### src/rtl/regfile_pkg.sv
// Shared types and default sizes for the register-file writeback controller.
package regfile_pkg;

  localparam int DEF_NUM_REGS = 32;
  localparam int DEF_ADDR_W   = 5;
  localparam int DEF_DATA_W   = 32;

  typedef enum logic {
    ST_INIT = 1'b0,
    ST_RUN  = 1'b1
  } state_e;

  typedef enum logic {
    REQ_ALU = 1'b0,
    REQ_MEM = 1'b1
  } req_e;

endpackage

### src/rtl/rr_arbiter2.sv
// Two-way round-robin arbiter between ALU and load writeback requesters.
module rr_arbiter2
  import regfile_pkg::*;
(
  input  logic clk,
  input  logic reset,
  input  logic enable,
  input  logic req_alu,
  input  logic req_mem,
  output logic gnt_alu,
  output logic gnt_mem
);

  req_e last_q, last_d;

  always_comb begin
    gnt_alu = 1'b0;
    gnt_mem = 1'b0;
    if (enable) begin
      if (req_alu && req_mem) begin
        // Tie goes to whichever side did not win the previous transfer.
        if (last_q == REQ_MEM) gnt_alu = 1'b1;
        else                   gnt_mem = 1'b1;
      end else begin
        gnt_alu = req_alu;
        gnt_mem = req_mem;
      end
    end
  end

  always_comb begin
    last_d = last_q;
    if (gnt_alu)      last_d = REQ_ALU;
    else if (gnt_mem) last_d = REQ_MEM;
  end

  always_ff @(posedge clk or posedge reset) begin
    if (reset) last_q <= REQ_MEM;
    else       last_q <= last_d;
  end

endmodule

### src/rtl/regfile_wb_ctrl.sv
// Writeback controller: arbitrates ALU/load writebacks into one register-file write port.
// Define REGFILE_INIT_EN to zero all registers with a sweep after reset.
module regfile_wb_ctrl
  import regfile_pkg::*;
#(
  parameter int NUM_REGS = DEF_NUM_REGS,
  parameter int ADDR_W   = DEF_ADDR_W,
  parameter int DATA_W   = DEF_DATA_W
) (
  input  logic              clk,
  input  logic              reset,
  input  logic              alu_wr_valid,
  output logic              alu_wr_ready,
  input  logic [ADDR_W-1:0] alu_wr_dest,
  input  logic [DATA_W-1:0] alu_wr_data,
  input  logic              mem_wr_valid,
  output logic              mem_wr_ready,
  input  logic [ADDR_W-1:0] mem_wr_dest,
  input  logic [DATA_W-1:0] mem_wr_data,
  output logic              reg_write_en,
  output logic [ADDR_W-1:0] reg_write_dest,
  output logic [DATA_W-1:0] reg_write_data,
  output logic              init_done,
  output logic [15:0]       stall_cnt
);

`ifdef REGFILE_INIT_EN
  localparam state_e RESET_STATE = ST_INIT;
`else
  localparam state_e RESET_STATE = ST_RUN;
`endif
  localparam logic [ADDR_W-1:0] LAST_IDX = ADDR_W'(NUM_REGS - 1);

  state_e            state_q, state_d;
  logic [ADDR_W-1:0] idx_q, idx_d;
  logic              we_q, we_d;
  logic [ADDR_W-1:0] dest_q, dest_d;
  logic [DATA_W-1:0] data_q, data_d;
  logic              init_done_q, init_done_d;
  logic [15:0]       stall_q, stall_d;

  logic run;
  logic gnt_alu, gnt_mem;
  logic stall_any;

  // init_done_q gates RUN so that the no-sweep build still holds off one edge after reset.
  assign run = (state_q == ST_RUN) && init_done_q;

  rr_arbiter2 u_arb (
    .clk     (clk),
    .reset   (reset),
    .enable  (run),
    .req_alu (alu_wr_valid),
    .req_mem (mem_wr_valid),
    .gnt_alu (gnt_alu),
    .gnt_mem (gnt_mem)
  );

  assign alu_wr_ready = gnt_alu;
  assign mem_wr_ready = gnt_mem;
  assign stall_any    = (alu_wr_valid && !gnt_alu) || (mem_wr_valid && !gnt_mem);

  always_comb begin
    state_d     = state_q;
    idx_d       = idx_q;
    we_d        = 1'b0;
    dest_d      = dest_q;
    data_d      = data_q;
    init_done_d = init_done_q;
    stall_d     = stall_q;
    case (state_q)
      ST_INIT: begin
        we_d   = 1'b1;
        dest_d = idx_q;
        data_d = '0;
        idx_d  = idx_q + 1'b1;
        if (idx_q == LAST_IDX) begin
          state_d     = ST_RUN;
          init_done_d = 1'b1;
        end
      end
      ST_RUN: begin
        init_done_d = 1'b1;
        if (gnt_alu) begin
          we_d   = |alu_wr_dest;
          dest_d = alu_wr_dest;
          data_d = alu_wr_data;
        end else if (gnt_mem) begin
          we_d   = |mem_wr_dest;
          dest_d = mem_wr_dest;
          data_d = mem_wr_data;
        end
        if (init_done_q && stall_any && (stall_q != 16'hFFFF))
          stall_d = stall_q + 16'd1;
      end
      default: state_d = RESET_STATE;
    endcase
  end

  always_ff @(posedge clk or posedge reset) begin
    if (reset) begin
      state_q     <= RESET_STATE;
      idx_q       <= '0;
      we_q        <= 1'b0;
      dest_q      <= '0;
      data_q      <= '0;
      init_done_q <= 1'b0;
      stall_q     <= '0;
    end else begin
      state_q     <= state_d;
      idx_q       <= idx_d;
      we_q        <= we_d;
      dest_q      <= dest_d;
      data_q      <= data_d;
      init_done_q <= init_done_d;
      stall_q     <= stall_d;
    end
  end

  assign reg_write_en   = we_q;
  assign reg_write_dest = dest_q;
  assign reg_write_data = data_q;
  assign init_done      = init_done_q;
  assign stall_cnt      = stall_q;

endmodule

### config.mk
export PLATFORM = sky130hd
export DESIGN_NAME = regfile_wb_ctrl
export DESIGN_NICKNAME = d
export VERILOG_FILES = /design/src/rtl/regfile_pkg.sv /design/src/rtl/rr_arbiter2.sv /design/src/rtl/regfile_wb_ctrl.sv
export SDC_FILE = /design/constraint.sdc
export NUM_CORES = 1
export LEC_CHECK = 0
export BUFFER_PORTS_ARGS = -buffer_cell sky130_fd_sc_hd__buf_4
export CAP_MARGIN = 20
export CELL_PAD_IN_SITES_DETAIL_PLACEMENT = 1
export CELL_PAD_IN_SITES_GLOBAL_PLACEMENT = 2
export CORE_ASPECT_RATIO = 1.1
export CORE_MARGIN = 2
export CORE_UTILIZATION = 28
export DETAILED_ROUTE_END_ITERATION = 10
export HOLD_SLACK_MARGIN = 0.02
export MAX_ROUTING_LAYER = met4
export PLACE_DENSITY = 0.88
export SETUP_SLACK_MARGIN = 0.02
export SYNTH_ARGS = -nofsm -noshare
export SYNTH_HDL_FRONTEND = slang
export SYNTH_HIERARCHICAL = 1
export SYNTH_SLANG_ARGS = --single-unit
### constraint.sdc
create_clock -name clk -period 2.7 [get_ports clk]
set_input_delay 0.135 -clock clk [delete_from_list [all_inputs] [get_ports clk]]
set_output_delay 0.135 -clock clk [all_outputs]
set_load 0.02 [all_outputs]
==> results of run 1 <==
[layout by cell type (no fill, tap or decap), drive strengths merged, types with 4 or more instances in the layout]
cell type,count
nor2,4
a21oi,8
xnor2,6
buf,142
xor2,9
mux2i,37
a211oi,5
dfrtp,60
nand2,45
inv,7
and2,32
o21ai,39
mux2,8
clkbuf,9
[cell type report]
| cell class | instances | area share (%) |
|---|---|---|
| multi-input cells | 231 | 33.9 |
| flip-flops and latches | 62 | 32.9 |
| repair buffers | 143 | 22.8 |
| clock buffers | 9 | 4.77 |
| well taps | 150 | 3.98 |
| clock inverters | 5 | 1.11 |
| inverters | 7 | 0.557 |
[critical path: stages, from the launching register on]
cell and delay, ns:
dfstp_2 0.52, nand2_1 0.08, inv_1 0.13, nand2_1 0.10, a21oi_4 0.15, buf_4 0.46, buf_4 0.24
[sequential cells by signal, summed over array words and instances (netlist names)]
register and cells:
reg_write_data 32, stall_cnt 16, idx_q 5, reg_write_dest 5, init_done 1, reg_write_en 1, state_q 1, u_arb/last_q 1
[cell families after synthesis]
kind of cell	Yosys count	synth area share (%)
and+or+nand+nor	107	17.7
DFF	62	48.1
AOI/OAI and AO/OA	61	11.5
adders and majority gates	3	1.16
buffers and inverters	25	3.10
xor gates and xnor gates	15	4.07
muxes	45	14.4
[power groups by stage]
stage | sequential (uW) | combinational, uW | clock (uW)
3_5_place_dp | 1230 | 965 | 0
3_3_place_gp | 1220 | 939 | 0
2_1_floorplan | 1380 | 366 | 0
6_report | 1210 | 950 | 1080
5_1_grt | 1240 | 1030 | 1170
4_1_cts | 1220 | 969 | 1120
[per-layer routing]
layer | GRT usage, % | wire length [um] | vias to the layer above
met1 | 18.2 | 3700 | 1420
met3 | 4.30 | 489 | 8
met2 | 26.9 | 4860 | 72
met4 | 4.74 | 82 | 0
met5 | - | 0 | -
li1 | - | - | 1367
[path summary, 6_finish.rpt]
| path | from | slack [ns] | to |
|---|---|---|---|
| setup reg to reg | state_q$_DFF_PP1_ | 0.58 | reg_write_dest[3]$_DFFE_PP0P_ |
| hold / removal | alu_wr_dest[3] | 0.11 | reg_write_en$_DFF_PP0_ |
| hold reg to reg | stall_cnt[15]$_DFFE_PP0P_ | 0.50 | stall_cnt[15]$_DFFE_PP0P_ |
| setup / recovery | state_q$_DFF_PP1_ | 0.51 | alu_wr_ready |
| min in group asynchronous | reset | 0.41 | u_arb/last_q$_DFFE_PP1P_ |
| max in group asynchronous | reset | 1.42 | stall_cnt[8]$_DFFE_PP0P_ |
[stage by stage]
step	util (%)	area, um^2	power [uW]
4_1_cts	41.6	4720	3310
2_1_floorplan	-	3230	1740
5_1_grt	41.6	4720	3440
3_3_place_gp	39.1	4430	2160
3_5_place_dp	39.1	4430	2190
6_report	41.6	4720	3250
[what timing repair did]
item,CTS,global route
hold buffers,1,0
resized for setup,0,0
endpoints found under the hold margin,29,0
==> metrics.txt, run 1 <==
status=complete, no violations; Remaining DRCs=0; first-pass GRT wire length=15.0 mm; die height=117 um; clk buf depth=2; post-synthesis register bit count=62; Tcrit/Tclk final=81.0%; Die W=106 um; Synth warnings=6; Clk network pwr share=33.4%; CP Capture Type=primary output; P_sw=about 1000 uW; Final Max Tran Viols=0; most instantiated cells after synthesis=60 x dfrtp_1, 45 x nand2_1, 39 x o21ai_0; I/O pin total=135; core area=11300 um^2; Syn Inst Count=318; DR vias=around 2900; drt pass-1 iters=4; WP data required=2.57 ns; crit path kind=flip-flop to primary output; row cnt=41; max frequency=0.457 GHz; post-synth top area cell=dfrtp_1; Hold WC Path Type=input port to flip-flop; pre-CTS setup slack=0.538 ns; RSZ-0062 raised after global routing=false; Via density=4.72; final setup TNS=0 ns; Synth top area share=46.5%; CTS clk-pin slew, worst paths=approximately 0.050 ns; Tmin final=approximately 2.2 ns; MaxCap Viol Count=0; TritonCTS clock tree=done; die area=12400 um^2; Sequential Power Share=~37%; Worst Clk Skew=~0.0065 ns; GRT Residual Overflow=0; Layout Nets=535; Post-Layout Cell Count=607; R2R depth=8; fill count=1310; Lkg Pwr=0.00222 uW; vias in the first global route=3061; H-tree Lvls=3; CTS sink cnt=62; Setup violations, final=0; WL per Instance=around 15 um; Synth area leaders=dfrtp_1 46%, mux2i_1 11%, and2_1 6.2%, o21ai_0 6.0%, nand2_1 5.2%; post-DP HPWL=6.75 mm; most frequent cell after synthesis=dfrtp_1; Power Internal=2230 uW; drt initial violations=79; total track usage=15.8%; Seq. cell area=1550 um^2; worst hold slack=0.111 ns; Critical Path Source Type=flip-flop; largest net degree at the start of global routing=62; Root Driver=clkbuf_16; postcts setup bufs=0; PD cells=688 nW/um^2; WHS Path Cells=3; CP max FO=61; Mean Syn Cell Area=10.2 um^2; top_reg_cell synth=dfrtp_1; port bufs=between 100 and 150; routability cong.=0.765; worst setup margin=0.514 ns; Net Sw Frac=a little under a third; Worst VDD drop=247 uV; initial antenna violation count=0; Multi-input gate area=1600 um^2; Post-Syn Nets=approximately 400; final hold vios=0; Post-Place Cells=roughly 590; Synth cell types=41; sequential fraction of the synthesis area=48.1%; slew margin rel.=between 50% and 60%; Initial Utilization=28.5%; Async S/R FF share, synth=100%; EDFF count, synth=0; arrival time at the worst endpoint=2.05 ns; antenna cells=0; share of layout cells above drive strength 1=38.9%; total length of routed wires=between 9 and 10 mm; area added between synthesis and finish=46.1%; later-pin clock latency in the skew report=0.32 ns; Worst-Margin Slew=approximately 0.66 ns; Logic pwr share=29.2%; post-synthesis cell area=3230 um^2; cts bufs inserted=9; post-route ant nets=0
No activity file was read; power rests on OpenSTA's default activity.
==> run 2: changes to the inputs <==
Settings changed: CORE_UTILIZATION 28 to 25, PLACE_DENSITY 0.88 to 0.83.
Clock period 2.7 ns to 1.9 ns, I/O delays scaled along.
==> run 2 against run 1 <==
Global-route usage decreased by 1.6 points. Critical path type is now flip-flop to flip-flop. Final cell count up 4.0%. Clock power up 47%. Combinational power up 56%. Non-clock buffer count is 15 higher. Design area increased by 6.7%. Core utilization down 1.6 points. Register-to-register slack worse by 0.52 ns. Total power rose by 48%. Sequential share of layout area is 2.0 points lower.
==> metrics.txt, run 2 (same netlist as run 1, synthesis figures left out) <==
status=complete, no violations; arrival time at the worst endpoint=2.05 ns; largest net degree at the start of global routing=72; share of layout cells above drive strength 1=42.8%; core area=12600 um^2; post-DP HPWL=6.82 mm; cell area after layout=5030 um^2; final hold vios=0; area added between synthesis and finish=55.9%; Lkg Pwr=roughly 0.0024 uW; Worst VDD drop=616 uV; WP data required=2.11 ns; PD cells=approximately 950 nW/um^2; Die W=112 um; Worst-Margin Slew=0.633 ns; pre-CTS setup slack=-0.0728 ns; row cnt=43; post-route ant nets=0; Critical Path Max Stage Delay=0.43 ns; commonest non-fill, non-tap cells in the layout=148 x buf_4, 59 x dfrtp_1, 42 x nand2_1, 37 x mux2i_1, 37 x o21ai_0; CTS sink cnt=62; Layout Nets=550; slowest CP cell=dfrtp_2; total length of routed wires=10.2 mm; DR vias=~3000; drt initial violations=87; Hold WC Path Type=input port to flip-flop; die height=around 120 um; die area=about 14000 um^2; Crit path max-delay family=compound AO/OA/AOI/OAI gates; WL per Instance=around 16 um; Tmin final=1.84 ns; Critical Path Source Type=flip-flop; CTS clk-pin slew, worst paths=about 0.060 ns; GRT Residual Overflow=0; antenna cells=0; routability cong.=0.795; placed inst area=4540 um^2; clk buf depth=2; Tcrit/Tclk final=96.9%; Root Driver=clkbuf_16; worst setup margin=0.0585 ns; RSZ-0062 raised after global routing=true; CP Capture Type=flip-flop; slew margin rel.=57.6%; H-tree Lvls=3; number of flip-flops in the largest register=32; crit path kind=flip-flop to flip-flop; Remaining DRCs=0; final core utilization=between 30% and 40%; TritonCTS clock tree=done; Setup violations, final=0; cts bufs inserted=9; drt pass-1 iters=4; max frequency=0.543 GHz; CP bufs+invs=1; Final Max Tran Viols=0; later-pin clock latency in the skew report=0.33 ns; most common cell after layout, fill and taps aside=buf_4; Final Power=4790 uW; initial antenna violation count=0; port bufs=about 130; CP max FO=4; Worst Clk Skew=0.00715 ns; MaxCap Viol Count=0; Via density=4.64; final setup TNS=0 ns; total track usage=around 14%; first-pass GRT wire length=15.1 mm; Initial Utilization=25.7%; vias in the first global route=3085; I/O pin total=135; worst path cell trace=nand2_4, inv_4, nand2_2, a21oi_4, nand2b_4, a21oi_2, a21boi_2, mux2_4
[run 2: cell count changes in the layout (fill, tap and decap cells not counted), moves of 3 or more]
cell and delta:
buf_12 +3, clkbuf_16 +3, buf_6 +3, buf_4 +6, nand2_1 -3
[run 2: per-layer routing]
layer / share of wire, % / global-route usage, %
met1: 44 / 17.2
met5: 0 / -
met3: 4.7 / 3.04
met4: 1.4 / 5.03
met2: 50 / 23.6
[run 2: power by group]
part,internal [uW],switching (uW),total (uW),leakage [uW]
clock network,1010,578,1590,0.000139
registers,1530,200,1730,0.000736
logic,725,753,1480,0.00148
total,3260,1530,4790,0.00236
[run 2: cell type report]
cell class	count	area (um^2)
inverters	7	28.8
clock inverters	5	52.6
flip-flops and latches	62	1560
repair buffers	158	1290
multi-input cells	231	1680
clock buffers	11	233
fillers	1451	7560
well taps	157	196
[run 2: worst register-to-register path, stage by stage, from the launching register on]
cell and delay (ns):
dfrtp_2 0.43, nand2_4 0.09, inv_4 0.05, nand2_2 0.07, a21oi_4 0.05, nand2b_4 0.16
a21oi_2 0.26, a21boi_2 0.29, mux2_4 0.32
[run 2: path summary, 6_finish.rpt]
path | start | end | slack (ns) | depth (start not counted)
worst max-delay path | init_done$_DFFE_PP0P_ | stall_cnt[1]$_DFFE_PP0P_ | 0.06 | 8
worst min-delay path | alu_wr_dest[3] | reg_write_en$_DFF_PP0_ | 0.06 | 3
worst max register to register | init_done$_DFFE_PP0P_ | stall_cnt[1]$_DFFE_PP0P_ | 0.06 | 8
worst min register to register | stall_cnt[15]$_DFFE_PP0P_ | stall_cnt[15]$_DFFE_PP0P_ | 0.50 | 1
max in group asynchronous | reset | state_q$_DFF_PP1_ | 0.97 | 4
min in group asynchronous | reset | stall_cnt[6]$_DFFE_PP0P_ | 0.33 | 3
[run 2: stage by stage]
| step | hold slack (ns) | instances |
|---|---|---|
| after CTS | 0.0427 | 622 |
| after floorplan | -0.0153 | 318 |
| final | 0.0571 | 631 |
| after detailed placement | 0.136 | 604 |
| after global placement | 0.128 | 604 |
| after global routing | 0.0634 | 631 |
[run 2: repair_timing]
action                                  CTS  global route
buffers inserted                          1             5
endpoints found under the hold margin    16             0
hold buffers                              1             0
gates cloned                              0             4
pin swaps                                 2             2
endpoints found under the setup margin    7            26
resized for setup                         7             5
